==> config.mk <==
export PLATFORM = sky130hd
export DESIGN_NAME = sseg_mux4
export DESIGN_NICKNAME = d
export VERILOG_FILES = /design/src/rtl/sseg_mux4.sv
export SDC_FILE = /design/constraint.sdc
export NUM_CORES = 1
export LEC_CHECK = 0
export CORE_UTILIZATION = 45
export CTS_BUF_LIST = sky130_fd_sc_hd__clkbuf_8
export DETAILED_ROUTE_END_ITERATION = 16
export PLACE_DENSITY = 0.75
export SLEW_MARGIN = 40
export SYNTH_ARGS = -nofsm -noshare
export SYNTH_HDL_FRONTEND = slang
export SYNTH_SLANG_ARGS = --single-unit
==> constraint.sdc <==
create_clock -name clk -period 6.99 [get_ports clk]
set_input_delay 1.398 -clock clk [delete_from_list [all_inputs] [get_ports clk]]
set_output_delay 1.398 -clock clk [all_outputs]
set_load 0.01 [all_outputs]
==> src/rtl/sseg_mux4.sv <==
// sseg_mux4: frame-atomic 4-digit seven-segment multiplexer with inter-digit blanking and frame-start pulse
module sseg_mux4 #(
  parameter int DIGIT_CYCLES = 50000,
  parameter int BLANK_CYCLES = 500,
  parameter int CNT_W        = 16
) (
  input  logic       clk,
  input  logic       reset,
  input  logic       enable,
  input  logic [7:0] in0,
  input  logic [7:0] in1,
  input  logic [7:0] in2,
  input  logic [7:0] in3,
  output logic [3:0] an,
  output logic [7:0] sseg,
  output logic       frame_start
);
  logic [CNT_W-1:0] cnt_q, cnt_d;
  logic [1:0]       idx_q, idx_d;
  logic [3:0][7:0]  sh_q, sh_d;
  logic [3:0]       an_d;
  logic [7:0]       sseg_d;
  logic             wrap, cap, lit;
  always_comb begin
    wrap   = cnt_q == CNT_W'(DIGIT_CYCLES - 1);
    cap    = enable && cnt_q == '0 && idx_q == 2'd0;
    cnt_d  = !enable ? cnt_q : wrap ? '0 : cnt_q + CNT_W'(1);
    idx_d  = enable && wrap ? idx_q + 2'd1 : idx_q;
    sh_d   = cap ? {in3, in2, in1, in0} : sh_q;
    // outputs are driven from next-state so they line up with cnt/idx after the edge
    lit    = enable && cnt_d >= CNT_W'(BLANK_CYCLES);
    an_d   = lit ? ~(4'b0001 << idx_d) : 4'hF;
    sseg_d = lit ? sh_d[idx_d] : 8'hFF;
  end
  always_ff @(posedge clk) begin
    if (reset) begin
      cnt_q       <= '0;
      idx_q       <= '0;
      sh_q        <= {4{8'hFF}};
      an          <= 4'hF;
      sseg        <= 8'hFF;
      frame_start <= 1'b0;
    end else begin
      cnt_q       <= cnt_d;
      idx_q       <= idx_d;
      sh_q        <= sh_d;
      an          <= an_d;
      sseg        <= sseg_d;
      frame_start <= cap;
    end
  end
endmodule

After elaboration in Yosys (flattened, before gate mapping)
Cells that the tools add are included.
{ "word_totals": {"ff_bits": 63, "input_bits": 35, "output_inout_bits": 13, "wordCells": 30} }
{ "classes": {"addsub": 2, "n_lt_le_gt_ge": 2, "n_eq_ne": 1, "n_shift": 1, "n_mux": 6, "n_bitwise": 2, "n_reduce_logical": 7} }
{ "ops": {"columns": ["op", "count"], "rows": [
  ["16-bit two-way mux", 2],
  ["32-bit two-way mux", 1],
  ["16-bit by 1-bit adder with 16-bit output (second input constant)", 1],
  ["8-bit binary-select mux with 2-bit select", 1],
  ["16-bit equality test (second input constant)", 1],
  ["16-bit by 9-bit >= comparator with 1-bit output (second input constant)", 1],
  ["16-bit zero test", 1],
  ["8-bit two-way mux", 1],
  ["1-bit logical AND", 4],
  ["4-bit inverter", 1],
  ["1-bit by 2-bit << shifter with 4-bit output (first input constant)", 1],
  ["2-bit by 3-bit less-than comparator with 1-bit output (second input constant)", 1],
  ["2-bit by 1-bit adder with 2-bit output (second input constant)", 1],
  ["2-bit zero test", 1],
  ["2-bit two-way mux", 1],
  ["2-bit OR reduction", 1],
  ["1-bit inverter", 1]
]} }

Longest topological paths before layout
Gate-level depths: netlist of run 1.
{ "logic_depth": {"ltp_word": 7, "depth_mapped": 10, "depth_no_buf": 8} }

Least setup slack after synthesis of run 1
No wires, ideal clock.
{ "synth_path": {"kind": "input to register", "startpoint": "input enable", "endpoint": "register sseg[0]", "setup_ns": 0.116, "arrival_time_ns": 3.093, "t_required_ns": 6.874, "setup_slack_ns": 3.781, "stages": 8, "n_path_buf": 2, "cell_sequence": "and3_1 nand2_1 nor4_4 mux2i_1 buf_2 clkbuf_1 nand4_1 a41o_1"} }
{ "synth_between": {"elab_chain_cells": 5, "elab_cells_between_ends": 12, "classes_between": "order compare (1); mux (5); bitwise (1); reduce/logical (5)"} }
{ "synth_lines": {"columns": ["item", "line", "text"], "rows": [
  ["start: declaration", "9", "input logic enable,"],
  ["16-bit two-way mux / 1-bit logical AND (equally long branches)", "27, 26", null],
  ["16-bit by 9-bit >= comparator with 1-bit output / 1-bit logical AND (equally long branches)", "31, 26", null],
  ["1-bit logical AND / 32-bit two-way mux (equally long branches)", "31, 29", null],
  ["1-bit inverter (no source line) / 8-bit binary-select mux with 2-bit select (equally long branches)", null, null],
  ["2-bit OR reduction (no source line) / 8-bit two-way mux (equally long branches)", null, null],
  ["end signal: assignment", "48", "sseg <= sseg_d;"],
  ["end: declaration", "15", "output logic [7:0] sseg,"]
]} }
Several ways; a longest one is shown, not always the timed one. The select of a mux whose other input is x is not followed.
A chain may end at the register's enable or synchronous reset.

Worst setup path in the final report of run 1
{ "layout_path": {"startpoint": "input enable", "endpoint": "register sseg[4]"} }
The elaborated chain is that of the path after synthesis.

==> results of run 1 <==
## routing by layer
metal | GRT usage, % | share of wire, % | up-vias
met5 | 0 | 0 | -
met3 | 6.19 | 6.0 | 17
met2 | 34.3 | 45 | 86
met1 | 29.6 | 47 | 1305
li1 | - | - | 1453
met4 | 6.78 | 1.9 | 0
## flip-flops by register name (all words and copies together), names as in the netlist
signal and count:
sseg 8, sh_q 32, an 4, idx_q 2, cnt_q 16, frame_start 1
## cells by family (layout without fill, tap and decap cells)
family | Yosys count | in the layout | share of synthesized area, %
xor+xnor | 19 | 19 | 5.42
mux | 3 | 3 | 0.978
buf+inv | 33 | 74 | 4.24
compound gates | 19 | 19 | 5.01
flops | 63 | 63 | 41.1
fa+ha+maj | 3 | 3 | 1.22
simple gates | 269 | 269 | 42.1
## power groups by stage
stage	Combinational [uW]	Clock (uW)	Sequential, uW
finish	98.7	324	394
global route	111	349	396
CTS	99.1	333	393
detailed placement	98.5	0	401
global placement	96.4	0	401
floorplan	61.5	0	398
## area by class of cell
| cell class | instances | area [sq um] |
|---|---|---|
| multi-input cells | 313 | 1700 |
| well taps | 77 | 96.3 |
| fillers | 607 | 2660 |
| flip-flops and latches | 63 | 1260 |
| clock buffers | 10 | 138 |
| inverters | 4 | 15.0 |
| repair buffers | 54 | 523 |
| clock inverters | 6 | 68.8 |
## metrics by stage
step                      util (%)  total power, uW  area [sq um]  setup WS (ns)  hold slack, ns
after floorplan                  -              460          3070           3.78           0.437
after global placement        55.7              497          3600           2.81           0.448
final                         58.9              816          3800           3.00           0.471
after CTS                     58.9              826          3800           3.06           0.472
after detailed placement      55.7              500          3600           2.69           0.452
after global routing          58.9              856          3800           2.82           0.485
## layout by cell type (no fill, tap or decap), types with 2 or more instances in the layout
cell type,synthesis,layout
a21oi_1,2,2
a31oi_1,2,2
a41o_1,8,8
and3_1,2,2
and4_1,2,2
buf_4,0,7
clkbuf_8,0,10
clkdlybuf4s50_1,0,47
clkinv_4,0,2
dfxtp_1,63,63
ha_1,3,3
inv_1,4,4
mux2i_1,3,3
nand2_1,143,143
nand3_1,14,14
nand3b_1,32,32
nand4_1,28,28
nor2_1,31,31
nor3_1,3,2
or3_1,6,6
xnor2_1,8,6
xnor2_2,0,2
xor2_1,11,11
## worst paths after layout
| path | end | slack (ns) | cells after the start |
|---|---|---|---|
| max | sseg[4] | 3.00 | 9 |
| max reg2reg | sseg[4] | 4.07 | 9 |
| min reg2reg | sh_q[9] | 0.47 | 2 |
| min | sh_q[9] | 0.47 | 2 |
## worst max-delay path, delay by kind of cell
family                 cells  cell delay (ns)
AO/OA/AOI/OAI              1             0.22
buffers and inverters      2             0.94
multiplexers               1             0.15
AND/OR/NAND/NOR            5             1.53
==> impl_metrics.json, run 1 <==
{
  "status": "complete, no violations",
  "dieArea_sq_um": 7160,
  "hold_viol_final": 0,
  "clkSinkCount": 63,
  "port_buffers": 47,
  "cts_resized": 0,
  "gp_congestion": 0.924,
  "combPwrFrac_pct": 12.1,
  "stdcell_count": 527,
  "dp.cells": 511,
  "finClkSkew_ns": 0.0109,
  "grt_pass1_wl_mm": 12.6,
  "synth_area_per_cell_sq_um": 7.51,
  "yosys-top-cells-count": "143 x nand2_1, 63 x dfxtp_1, 32 x nand3b_1",
  "cap_violations": 0,
  "synth_area_sq_um": 3070,
  "die_w_um": 84.6,
  "diodes": 0,
  "crit_required_ns": 7.22,
  "postCtsHoldBufs": 0,
  "drive_gt1_share_pct": 6.22,
  "cp-start-kind": "input port",
  "drv_slew": 0,
  "worstPathArrival_ns": 4.23,
  "path_max_fanout": 20,
  "fmax_mhz": 250,
  "hpwl_mm": 4.85,
  "internal-power_uw": 602,
  "finalCriticalPeriod_ns": 3.99,
  "core_sq_um": 6460,
  "switching_share_pct": 26.2,
  "cts-root-buf": "clkbuf_8",
  "drt_iter0_drc": 200,
  "ant_nets": 0,
  "pwr_density_cell_nw_per_um2": 215,
  "cp_cell_sequence": "clkdlybuf4s50_1 -> and3_1 -> nand2_1 -> nor4_4 -> mux2i_1 -> buf_4 -> nor2_1 -> nand3_1 -> a41o_1",
  "ios": 48,
  "grt_max_degree": 50,
  "rsz0062_at_grt": "no",
  "cts_tree": "yes",
  "routedWlPerCell_um": 13.8,
  "clockBufferDepth": 2,
  "slowest_stage": "clkdlybuf4s50_1",
  "slew_headroom_pct": 50.2,
  "first_pass_iters": 4,
  "start_util_pct": 47.6,
  "ir_drop_mv": 0.145,
  "post_drt_via_cell_ratio": 5.43,
  "synth_area_leaders": "dfxtp_1 41%, nand2_1 17%, nand3b_1 7.8%",
  "ys.flop_type": "dfxtp_1",
  "finalSetupViolCount": 0,
  "track_usage_pct": 22.0,
  "routed_wl_mm": 7.29,
  "die_h_um": 84.6,
  "crit_path_end_kind": "register",
  "clock_latency_ns": 0.34,
  "synth-edff-count": 0,
  "crit_start": "enable",
  "postCtsSetupRepairBufs": 0,
  "rr_startpoint": "cnt_q[0]",
  "min-delay-start": "sh_q[9]",
  "route.detailed.drc": 0,
  "synth_largest_area_cell": "dfxtp_1",
  "cts-buffers-inserted": 9,
  "yosysSeqAreaShare_pct": 41.1,
  "synth_cells": 409,
  "async_reset_ff_share_pct": 0,
  "num_vias": 2861,
  "layout.nets": 483,
  "antenna_found_initial": 0,
  "p_leak_uw": 0.00153,
  "ys_types": 36,
  "ys_ff_latch": 63,
  "area_delta_synth_final_pct": 23.8,
  "synth_warnings": 0,
  "critPathMaxStageDelay_ns": 0.71,
  "hold_class": "reg -> reg",
  "yosys.cell_count.top_type": "nand2_1",
  "path_clk_slew_ns": 0.08,
  "synth_top_cell_area_share_pct": 41.1,
  "post-route-period-util_pct": 57.1,
  "first_global_vias": 2700,
  "net-switching-power_uw": 214,
  "worstSetupPathType": "in -> reg",
  "rows": 29,
  "tightest_slew_ns": 0.742,
  "p_clk_share_pct": 39.7,
  "p_seq_share_pct": 48.2,
  "grt_overflow": 0,
  "syn_nets": 447,
  "fin_setup_tns_ns": 0,
  "h-tree-depth": 3
}
No activity file was read; power rests on OpenSTA's default activity.
==> run 2, diff against run 1 <==
PLACE_DENSITY = 0.77   (was 0.75)
clock period = 3.5 ns   (was 6.99 ns; I/O delays follow)
==> run 2 against run 1 <==
- first-iteration DRC count down 11%
- global-route usage down 0.060 points
- clock-buffer cell count stayed put
- critical path depth is 1 lower
- power increased by 99%
- die area is the same
- utilization increased by 0.48 points
- flip-flop and latch count stayed put
- combinational power increased by 110%
- critical endpoint is now sseg[0]
- non-clock buffer count grew 2
==> impl_metrics.json, run 2 (synthesis results as in run 1) <==
{
  "status": "complete, no violations",
  "critPathMaxStageDelay_ns": 0.65,
  "power_uw": 1620,
  "post-route-period-util_pct": 87.0,
  "mostFrequentLayoutCell": "nand2_1",
  "clock_latency_ns": 0.34,
  "clockBufferDepth": 2,
  "fmax_mhz": 328,
  "largest-register": "sh_q",
  "clkSinkCount": 63,
  "routed_wl_mm": 7.32,
  "p_clk_share_pct": 38.9,
  "path_max_fanout": 8,
  "combPwrFrac_pct": 12.6,
  "net-switching-power_uw": 422,
  "ant_nets": 0,
  "num_vias": 2913,
  "routedWlPerCell_um": 13.8,
  "grt_overflow": 0,
  "pwr_density_cell_nw_per_um2": 423,
  "core_sq_um": 6460,
  "worstSetupPathType": "in -> reg",
  "drv_slew": 0,
  "hold_class": "reg -> reg",
  "slowest_stage": "nor4_4",
  "cts_tree": "yes",
  "layout.nets": 485,
  "area_delta_synth_final_pct": 24.8,
  "ios": 48,
  "start_util_pct": 47.6,
  "dieArea_sq_um": 7160,
  "antenna_found_initial": 0,
  "diodes": 0,
  "drt_iter0_drc": 179,
  "grt_pass1_wl_mm": 12.6,
  "postCtsHoldBufs": 0,
  "die_w_um": 84.6,
  "route.detailed.drc": 0,
  "postCtsSetupRepairBufs": 0,
  "slew_headroom_pct": 49.4,
  "crit_required_ns": 3.73,
  "rows": 29,
  "path_clk_slew_ns": 0.07,
  "crit_path_end_kind": "register",
  "p_leak_uw": 0.00154,
  "first_global_vias": 2735,
  "tightest_slew_ns": 0.754,
  "finClkSkew_ns": 0.00425,
  "cts-buffers-inserted": 9,
  "worstPathArrival_ns": 3.28,
  "port_buffers": 47,
  "layout_common_cells": "143 x nand2_1, 63 x dfxtp_1, 47 x clkdlybuf4s50_1, 32 x nand3b_1, 31 x nor2_1",
  "grt_max_degree": 50,
  "gp_congestion": 0.899,
  "cp-start-kind": "input port",
  "finalCriticalPeriod_ns": 3.05,
  "track_usage_pct": 21.9,
  "p_seq_share_pct": 48.5,
  "cts_resized": 0,
  "switching_share_pct": 26.0,
  "hpwl_mm": 4.99,
  "internal-power_uw": 1200,
  "top_regs": "sh_q x32, cnt_q x16, sseg x8",
  "die_h_um": 84.6,
  "cp_top_family": "simple AND/OR/NAND/NOR gates",
  "dp.cells": 513,
  "rsz0062_at_grt": "no",
  "hold_viol_final": 0,
  "cp_cell_sequence": "clkdlybuf4s50_1 -> and3_1 -> nand2_1 -> nor4_4 -> mux2i_1 -> nor2_1 -> nand3_1 -> a41o_1",
  "path_buf_inv": 1,
  "first_pass_iters": 11,
  "largest_register_ffs": 32,
  "stdcell_count": 529,
  "cap_violations": 0,
  "ir_drop_mv": 0.282,
  "h-tree-depth": 3,
  "fin_setup_tns_ns": 0,
  "finalSetupViolCount": 0,
  "post_drt_via_cell_ratio": 5.51,
  "cts-root-buf": "clkbuf_8",
  "drive_gt1_share_pct": 6.86
}
-- run 2: final cells by class --
| cell class | instances | area (sq um) |
|---|---|---|
| fillers | 602 | 2630 |
| clock buffers | 10 | 138 |
| inverters | 4 | 15.0 |
| flip-flops and latches | 63 | 1260 |
| multi-input cells | 313 | 1710 |
| clock inverters | 6 | 60.1 |
| repair buffers | 56 | 551 |
| well taps | 77 | 96.3 |
-- run 2: final timing paths --
check | from | to | slack, ns | cells after the start
worst min register to register | sh_q[22] | sh_q[22] | 0.47 | 2
worst max-delay path | enable | sseg[0] | 0.45 | 8
worst min-delay path | sh_q[22] | sh_q[22] | 0.47 | 2
worst max register to register | cnt_q[0] | sseg[0] | 0.53 | 8
-- run 2: power groups by stage --
stage	Sequential, uW	Combinational, uW	Clock [uW]
detailed placement	800	204	0
floorplan	795	123	0
CTS	785	204	645
finish	786	204	632
global placement	800	199	0
global route	792	231	677
-- run 2: through the flow --
step | area (sq um) | hold WS, ns | setup slack [ns] | util [%]
3_5_place_dp | 3620 | 0.452 | 0.223 | 56.1
6_report | 3830 | 0.469 | 0.455 | 59.4
3_3_place_gp | 3620 | 0.447 | 0.333 | 56.1
5_1_grt | 3830 | 0.494 | 0.261 | 59.4
4_1_cts | 3820 | 0.471 | 0.571 | 59.2
2_1_floorplan | 3070 | 0.437 | 0.989 | -
-- run 2: worst min-delay path, stage by stage, from the launching register on --
cell      delay, ns
dfxtp_1        0.33
nand2_1        0.05
nand3b_1       0.06
-- run 2: layer usage --
| layer | wire length (um) | vias to the layer above | track usage [%] |
|---|---|---|---|
| met5 | 0 | - | 0 |
| met4 | 69 | 0 | 5.08 |
| met3 | 470 | 8 | 6.10 |
| met2 | 3350 | 110 | 34.7 |
| met1 | 3440 | 1339 | 29.8 |
| li1 | - | 1456 | - |
